**src/rtl/trng_pkg.sv**
```systemverilog
// Shared TRNG definitions: controller state encoding (also used for the
// wrapper status pins) and entropy source indices.
package trng_pkg;

  typedef enum logic [1:0] {
    ST_IDLE   = 2'd0,
    ST_SETTLE = 2'd1,
    ST_RUN    = 2'd2,
    ST_FAULT  = 2'd3
  } trng_state_e;

  localparam logic [1:0] SRC_0 = 2'd0;
  localparam logic [1:0] SRC_1 = 2'd1;
  localparam logic [1:0] SRC_2 = 2'd2;
  localparam logic [1:0] SRC_3 = 2'd3;

endpackage

```
**src/rtl/trng_health_test.sv**
```systemverilog
// Online health tests: repetition count and adaptive proportion.
// Ports: clk, rst, data_bit, valid, clear, enable in; trip out.
module trng_health_test #(
  parameter int RCT_CUTOFF = 8,
  parameter int APT_WINDOW = 64,
  parameter int APT_CUTOFF = 48,
  parameter int RUN_W      = 5
) (
  input  logic clk,
  input  logic rst,
  input  logic data_bit,
  input  logic valid,
  input  logic clear,
  input  logic enable,
  output logic trip
);

  localparam int APT_W = $clog2(APT_WINDOW + 1);

  logic             prev_bit;
  logic [RUN_W-1:0] run_cnt;
  logic [RUN_W-1:0] run_nxt;
  logic [APT_W-1:0] win_cnt;
  logic [APT_W-1:0] win_nxt;
  logic [APT_W-1:0] ones_cnt;
  logic [APT_W-1:0] ones_nxt;
  logic             win_end;
  logic             rct_trip;
  logic             apt_trip;
  logic             active;

  assign active = valid & enable & ~clear;

  // Next counter values if the current bit is consumed.
  // run_cnt==0 marks "no previous bit" after a clear.
  always_comb begin
    run_nxt  = run_cnt;
    win_nxt  = win_cnt;
    ones_nxt = ones_cnt;
    if (run_cnt == '0 || data_bit != prev_bit)
      run_nxt = RUN_W'(1);
    else if (run_cnt != '1)
      run_nxt = run_cnt + 1'b1;
    if (win_cnt != '1)
      win_nxt = win_cnt + 1'b1;
    if (data_bit && ones_cnt != '1)
      ones_nxt = ones_cnt + 1'b1;
  end

  assign win_end  = (win_nxt == APT_W'(APT_WINDOW));
  assign rct_trip = (run_nxt == RUN_W'(RCT_CUTOFF));
  assign apt_trip = win_end &&
    (ones_nxt >= APT_W'(APT_CUTOFF) ||
     ones_nxt <= APT_W'(APT_WINDOW - APT_CUTOFF));

  // Combinational so the controller can suppress the trip bit itself.
  assign trip = active & (rct_trip | apt_trip);

  always_ff @(posedge clk) begin
    if (rst || clear || !enable) begin
      prev_bit <= 1'b0;
      run_cnt  <= '0;
      win_cnt  <= '0;
      ones_cnt <= '0;
    end else if (valid) begin
      prev_bit <= data_bit;
      run_cnt  <= run_nxt;
      if (win_end) begin
        win_cnt  <= '0;
        ones_cnt <= '0;
      end else begin
        win_cnt  <= win_nxt;
        ones_cnt <= ones_nxt;
      end
    end
  end

endmodule

```
**src/rtl/trng_source_ctrl.sv**
```systemverilog
// TRNG source sequencer: mux select, flush/settle on switch, health FSM.
// Ports: clk, rst, en, src_sel, bist_en, req, raw_bits/raw_valid in;
// mux_sel, flush, bit_out, bit_valid, health_fail, state out.
module trng_source_ctrl
  import trng_pkg::*;
#(
  parameter int SETTLE_BITS = 16,
  parameter int RCT_CUTOFF  = 8,
  parameter int APT_WINDOW  = 64,
  parameter int APT_CUTOFF  = 48
) (
  input  logic       clk,
  input  logic       rst,
  input  logic       en,
  input  logic [1:0] src_sel,
  input  logic       bist_en,
  input  logic       req,
  input  logic [3:0] raw_bits,
  input  logic [3:0] raw_valid,
  output logic [1:0] mux_sel,
  output logic       flush,
  output logic       bit_out,
  output logic       bit_valid,
  output logic       health_fail,
  output logic [1:0] state
);

  localparam int MAXC =
    (SETTLE_BITS > RCT_CUTOFF) ? SETTLE_BITS : RCT_CUTOFF;
  localparam int CNT_W = $clog2(MAXC + 1);

  trng_state_e      st;
  logic [CNT_W-1:0] settle_cnt;
  logic [CNT_W-1:0] settle_nxt;
  logic             sel_bit;
  logic             sel_valid;
  logic             trip;
  logic             switch_req;

  assign sel_bit    = raw_bits[mux_sel];
  assign sel_valid  = raw_valid[mux_sel];
  assign switch_req = (src_sel != mux_sel);
  assign settle_nxt = (settle_cnt != '1) ?
                      settle_cnt + 1'b1 : settle_cnt;
  assign state      = st;

  // Tests only see bits in RUN; leaving RUN clears them.
  trng_health_test #(
    .RCT_CUTOFF (RCT_CUTOFF),
    .APT_WINDOW (APT_WINDOW),
    .APT_CUTOFF (APT_CUTOFF),
    .RUN_W      (CNT_W)
  ) u_health (
    .clk      (clk),
    .rst      (rst),
    .data_bit (sel_bit),
    .valid    (sel_valid),
    .clear    (st != ST_RUN),
    .enable   (bist_en),
    .trip     (trip)
  );

  always_ff @(posedge clk) begin
    if (rst) begin
      st          <= ST_IDLE;
      mux_sel     <= SRC_0;
      flush       <= 1'b0;
      bit_out     <= 1'b0;
      bit_valid   <= 1'b0;
      health_fail <= 1'b0;
      settle_cnt  <= '0;
    end else begin
      flush     <= 1'b0;
      bit_valid <= 1'b0;
      if (!en) begin
        st          <= ST_IDLE;
        health_fail <= 1'b0;
        settle_cnt  <= '0;
      end else if (st == ST_IDLE || switch_req) begin
        st          <= ST_SETTLE;
        mux_sel     <= src_sel;
        flush       <= 1'b1;
        health_fail <= 1'b0;
        settle_cnt  <= '0;
      end else if (trip) begin
        st          <= ST_FAULT;
        health_fail <= 1'b1;
      end else begin
        case (st)
          ST_SETTLE: begin
            if (sel_valid) begin
              settle_cnt <= settle_nxt;
              if (settle_nxt == CNT_W'(SETTLE_BITS))
                st <= ST_RUN;
            end
          end
          ST_RUN: begin
            if (sel_valid && req) begin
              bit_out   <= sel_bit;
              bit_valid <= 1'b1;
            end
          end
          default: ;
        endcase
      end
    end
  end

endmodule

```
**config.mk**
```make
export PLATFORM = sky130hd
export DESIGN_NAME = trng_source_ctrl
export DESIGN_NICKNAME = d
export VERILOG_FILES = /design/src/rtl/trng_pkg.sv /design/src/rtl/trng_health_test.sv /design/src/rtl/trng_source_ctrl.sv
export SDC_FILE = /design/constraint.sdc
export NUM_CORES = 1
export LEC_CHECK = 0
export BUFFER_PORTS_ARGS = -buffer_cell sky130_fd_sc_hd__buf_2
export CAP_MARGIN = 30
export CORE_ASPECT_RATIO = 0.9
export CORE_MARGIN = 1
export CORE_UTILIZATION = 40
export DETAILED_ROUTE_END_ITERATION = 10
export PLACE_DENSITY_LB_ADDON = 0.2
export SETUP_SLACK_MARGIN = 0.4
export SYNTH_ARGS = -nofsm -noshare
export SYNTH_HDL_FRONTEND = slang
export SYNTH_HIERARCHICAL = 1
export SYNTH_SLANG_ARGS = --single-unit
```
**constraint.sdc**
```tcl
create_clock -name clk -period 4.4 [get_ports clk]
set_clock_uncertainty 0.2 [all_clocks]
set_input_delay 0 -clock clk [delete_from_list [all_inputs] [get_ports clk]]
set_output_delay 0 -clock clk [all_outputs]
set_load 0.02 [all_outputs]
```
# Yosys cells after proc, flatten, opt, wreduce, memory -nomap -nowiden
# Index checks and enable logic that the tools add are counted.
[word_totals]
ff_bits = 33
in_bits = 15
output_inout_bits = 8
word_cells = 83
[op_classes]
addsub = 4
n_lt_le_gt_ge = 3
n_eq_ne = 12
mux = 18
bitwise = 9
n_reduce_logical = 25
[op_table]
columns = ["cell", "n"]
rows = [
  ["two-way mux 7 bit", 4],
  ["two-way mux 5 bit", 3],
  ["adder 7 x 1 -> 7 bit, second input constant", 2],
  ["!= test 7 bit, second input constant", 2],
  ["adder 5 x 1 -> 5 bit, second input constant", 2],
  ["!= test 5 bit, second input constant", 2],
  ["AND reduction 3 bit", 3],
  ["nonzero test 3 bit", 3],
  ["two-way mux 2 bit", 4],
  ["== test 7 bit, second input constant", 1],
  ["greater-or-equal comparator 7 x 6 -> 1 bit, second input constant", 1],
  ["<= comparator 7 x 5 -> 1 bit, second input constant", 1],
  ["nonzero test 2 bit", 3],
  ["== test 5 x 4 -> 1 bit, second input constant", 1],
  ["== test 5 bit, second input constant", 1],
  ["logical NOT 5 bit", 1],
  ["logical OR 1 bit", 5],
  ["two-way mux 1 bit", 5],
  ["inverter 1 bit", 5],
  ["AND reduction 5 bit", 1],
  ["OR reduction 5 bit", 1],
  ["binary-select mux 1 bit (select 2 bit)", 2],
  ["bitwise AND 1 bit", 3],
  ["logical AND 1 bit", 3],
  ["12 further kinds", 12],
]

# Depth between registers and ports, before layout
[logic_depth]
ltp_word = 11
mapped_depth = 11

# Modules after synthesis
# Netlist, hierarchy kept.
[by_module_without_submodules]
columns = ["mod", "n_inst", "cells_per_inst", "area_per_inst_um2"]
rows = [
  ["trng_health_test", 1, 167, 1401.3],
  ["trng_source_ctrl", 1, 68, 650.6],
]

# Worst setup path before layout
# No wires, ideal clock.
[synth_timing]
path_type = "reg-to-reg"
start = "reg mux_sel[0]"
end = "reg settle_cnt[3]"
arrival_ns = 2.840
path_slack_ns = 1.297
stages_incl_launch_ff = 11
path_buffers = 0
synth_period_minus_slack_ns = 3.103
cell_sequence = "dfxtp_1 -> mux4_1 -> xnor2_1 -> o41ai_2 -> a2111o_1 -> a211oi_1 -> a31o_2 -> nor2_1 -> and3_4 -> mux2_4 -> nor2_2"
[synth_between]
elab_chain_cells = 11
elab_cells_between_ends = 23
[synth_rtl]
columns = ["item", "line", "text"]
rows = [
  ["from (decl)", "trng_source_ctrl.sv:20", "output logic [1:0] mux_sel,"],
  ["from (signal assigned)", "trng_source_ctrl.sv:81", "mux_sel <= src_sel;"],
  ["binary-select mux 1 bit (select 2 bit) *", "trng_source_ctrl.sv:40", "assign sel_bit = raw_bits[mux_sel];"],
  ["two-way mux 1 bit (not written as such) *", "trng_source_ctrl.sv:40", ""],
  ["named net sel_bit", "trng_source_ctrl.sv:35", "logic sel_bit;"],
  ["logical AND 1 bit", "trng_health_test.sv:46", "if (data_bit && ones_cnt != '1)"],
  ["two-way mux 7 bit", "trng_health_test.sv:46", ""],
  ["greater-or-equal comparator 7 x 6 -> 1 bit / <= comparator 7 x 5 -> 1 bit (equally long branches)", "trng_health_test.sv:53, trng_health_test.sv:54", ""],
  ["logical OR 1 bit", "trng_health_test.sv:53", "(ones_nxt >= APT_W'(APT_CUTOFF) ||"],
  ["logical AND 1 bit", "trng_health_test.sv:52", "assign apt_trip = win_end &&"],
  ["OR 1 bit *", "trng_health_test.sv:57", "assign trip = active & (rct_trip | apt_trip);"],
  ["bitwise AND 1 bit *", "trng_health_test.sv:57", ""],
  ["named net trip", "trng_source_ctrl.sv:37", "logic trip;"],
  ["inverter 1 bit (no source line) *", "--", ""],
  ["AND reduction 3 bit (no source line) *", "--", ""],
  ["to (signal assigned)", "trng_source_ctrl.sv:92", "settle_cnt <= settle_nxt;"],
  ["to (decl)", "trng_source_ctrl.sv:33", "logic [CNT_W-1:0] settle_cnt;"],
]
# Mark *: on every way through the listed nets, which the timed path passes. The rest lies on a longest branch. The select of a mux whose other input is x is not followed.
# A chain may end at the register's enable or synchronous reset.

# Final worst setup path
# Same ends and word-level chain as after synthesis.

==> metrics <==
status=finished, final reports clean; number of synthesized flops with an enable pin=0; clock sinks=33; initial antenna violation count=0; Worst Max-Slew Pin Slew=just under 900 ps; Netlist cell types=between 50 and 60; root buffer cell=clkbuf_8; crit path max fanout=15; synthesized area=roughly 2100 sq um; die area=about 5400 sq um; Final Cycle Share=between 70% and 80%; utilization after layout=a little under half; Slew Limit Headroom=41.8%; met3 Use GR=approximately 5.5%; Core Box Area=roughly 5000 sq um; vias in the first global route=~1600; Top Usage Layer GRT=met2; # IOs=23; class of the worst hold path=in -> reg; Die X=slightly below 80 um; Clock Latency Late Sink=~300 ps; Power Density=256 nW/um^2; setup_tns=0 ps; Leak Pwr=0.844 nW; asr flop ratio synth=0%; Net Count, Synth=255; worst setup path class=reg -> reg; Wirelength per Cell=13.8 um; Hold EP=flush$_SDFF_PP0_; GPL Wtd Cong=a little over 0.8; commonest non-fill, non-tap cell in the layout=dfxtp_1; Synth Area per Inst=~8.7 sq um; Inserted Diodes=0; total gr overflow=0; Vias per Instance=about 5.5; std cell rows=24; Initial DRC Count=roughly 110; FF-to-FF Start=mux_sel[0]$_SDFFE_PP0P_; layout cell share with drive strength beyond 1=a little over a fifth; element type at the critical path start=register; Via Count=between 1500 and 2000; Seq cells post-synth=33; DIE HEIGHT=about 70 um; initial core utilization=a little over two fifths; grt met1 use=between 20% and 30%; Layout area overhead=13.8%; Num CTS Buffers=5; GR Layer Usage met2=a little over a quarter; Post-CTS Setup Bufs=0; register area=roughly 660 sq um; post-synthesis sequential area ratio=between 30% and 40%; Reg2Reg Depth=10; count of pins over their slew limit=0; RSZ-0062 raised after global routing=false; worst vdd ir=about 130 uV; max cap viols=0; most frequent cells in the layout=dfxtp_1 (33), nor2_1 (25), buf_2 (22), nand3_1 (15), nand2_1 (14); Clock transition at path regs=approximately 70 ps; Multi-input gate area=around 1300 sq um; First-pass DRT Iterations=4; Clock Path Buffers=2; endpoints failing hold=0; reg-to-reg endpoint=settle_cnt[3]$_SDFFE_PP0P_; r2r setup slk=about 980 ps; post-route ant nets=0; Fillers=~470; WP data required=between 4000 and 5000 ps; FMAX=0.293 GHz; min-delay src=src_sel[1]; final wirelength=4490 um; CTS tree=yes; first-pass GRT wire length=roughly 7600 um; final-stage net count=279; Syn Inst Count=235; dominant register cell in the synthesized netlist=dfxtp_1; maximum number of pins on one net before global-route repair=30; hold depth=4; PortBufs=22; Post-route DRC=0; Ys Warns=6; CP Capture Type=register; fin crit period=roughly 3400 ps; final HPWL from detailed placement=between 2000 and 3000 um; H-tree levels=2; GRT Total Usage=17.5%; endpoints failing setup=0; crit path DAT=roughly 3500 ps
## power breakdown
part / total (mW) / switching, mW / leakage [nW] / internal, mW
clock: 0.234 / 0.124 / 0.0450 / 0.110
combinational: 0.0601 / 0.0350 / 0.533 / 0.0251
sequential: 0.304 / 0.00321 / 0.267 / 0.301
total: 0.598 / 0.163 / 0.844 / 0.436
## cell families after synthesis
group / count (synthesis) / share of synthesized area [%]
and+or+nand+nor: 96 / 25.7
xor gates and xnor gates: 10 / 4.27
buffers and inverters: 21 / 4.57
AOI/OAI and AO/OA: 57 / 22.1
DFF: 33 / 32.2
adders and majority gates: 5 / 3.05
muxes: 13 / 8.11
## per-layer routing
| metal | up-vias | part of all wire (%) |
|---|---|---|
| li1 | 928 | - |
| met1 | 839 | 52 |
| met2 | 16 | 45 |
| met3 | 2 | 2.5 |
| met4 | 0 | 0.76 |
| met5 | - | 0 |
## critical path, stage by stage (launching register included)
cell and delay [ps]:
dfxtp_1 440, mux4_1 840, xnor2_1 310, o41ai_2 150, a2111o_1 380, a211oi_1 220
a31o_2 190, nor2_1 70, and3_4 200, mux2_4 300, nor2_2 70
## how the worst max path moves through the flow
stage	start	to	slack [ps]	cells past startpoint
finish	mux_sel[0]$_SDFFE_PP0P_	settle_cnt[3]$_SDFFE_PP0P_	980	10
global route	mux_sel[0]$_SDFFE_PP0P_	settle_cnt[3]$_SDFFE_PP0P_	740	10
CTS	mux_sel[0]$_SDFFE_PP0P_	settle_cnt[3]$_SDFFE_PP0P_	980	10
detailed placement	mux_sel[0]$_SDFFE_PP0P_	settle_cnt[3]$_SDFFE_PP0P_	980	10
global placement	mux_sel[0]$_SDFFE_PP0P_	settle_cnt[3]$_SDFFE_PP0P_	1090	10
floorplan	mux_sel[0]$_SDFFE_PP0P_	settle_cnt[3]$_SDFFE_PP0P_	1300	10
## synth_stat cells (all sizes together), types with 4 or more instances
| library cell | number | area [sq um] |
|---|---|---|
| dfxtp | 33 | 661 |
| nor2 | 27 | 111 |
| nand3 | 15 | 75.1 |
| nand2 | 14 | 52.6 |
| a21oi | 12 | 60.1 |
| a211oi | 9 | 67.6 |
| inv | 9 | 33.8 |
| nand4 | 9 | 71.3 |
| mux2i | 8 | 80.1 |
| xor2 | 8 | 70.1 |
| and3 | 7 | 56.3 |
| buf | 7 | 40.0 |
| nand2b | 6 | 37.5 |
| nor3 | 6 | 30.0 |
| a31o | 5 | 43.8 |
| clkbuf | 5 | 20.0 |
| ha | 5 | 62.6 |
| o21ai | 5 | 25.0 |
| a31oi | 4 | 40.0 |
| and4 | 4 | 38.8 |
## through the flow
step | hold slack [ps] | instances | power (mW) | worst slack [ps] | area (sq um)
after floorplan | -128 | 235 | 0.349 | 1300 | 2050
after CTS | 34.7 | 325 | 0.607 | 977 | 2340
after global placement | 63.2 | 310 | 0.366 | 1090 | 2180
after detailed placement | 61.6 | 310 | 0.365 | 980 | 2180
after global routing | 115 | 325 | 0.628 | 742 | 2340
final | 69.8 | 325 | 0.598 | 983 | 2340
## area by class of cell
cell class,instances,area share (%)
Clock buffer,6,3.11
Clock inverter,2,0.428
Inverter,9,1.45
Multi-Input combinational cell,181,55.5
Sequential cell,33,28.3
Tap cell,65,3.48
Timing Repair Buffer,29,7.71
## sequential cells by signal (all words and copies together) (netlist names)
signal and count:
bit_out 1, bit_valid 1, flush 1, health_fail 1
mux_sel 2, settle_cnt 5, state 2, u_health/ones_cnt 7
u_health/prev_bit 1, u_health/run_cnt 5, u_health/win_cnt 7
## what timing repair did
action                                 CTS  global route
gates resized for setup                  0             0
hold buffers                             7             0
endpoints found under the hold margin    7             0
(Power assumes the default switching activity.)
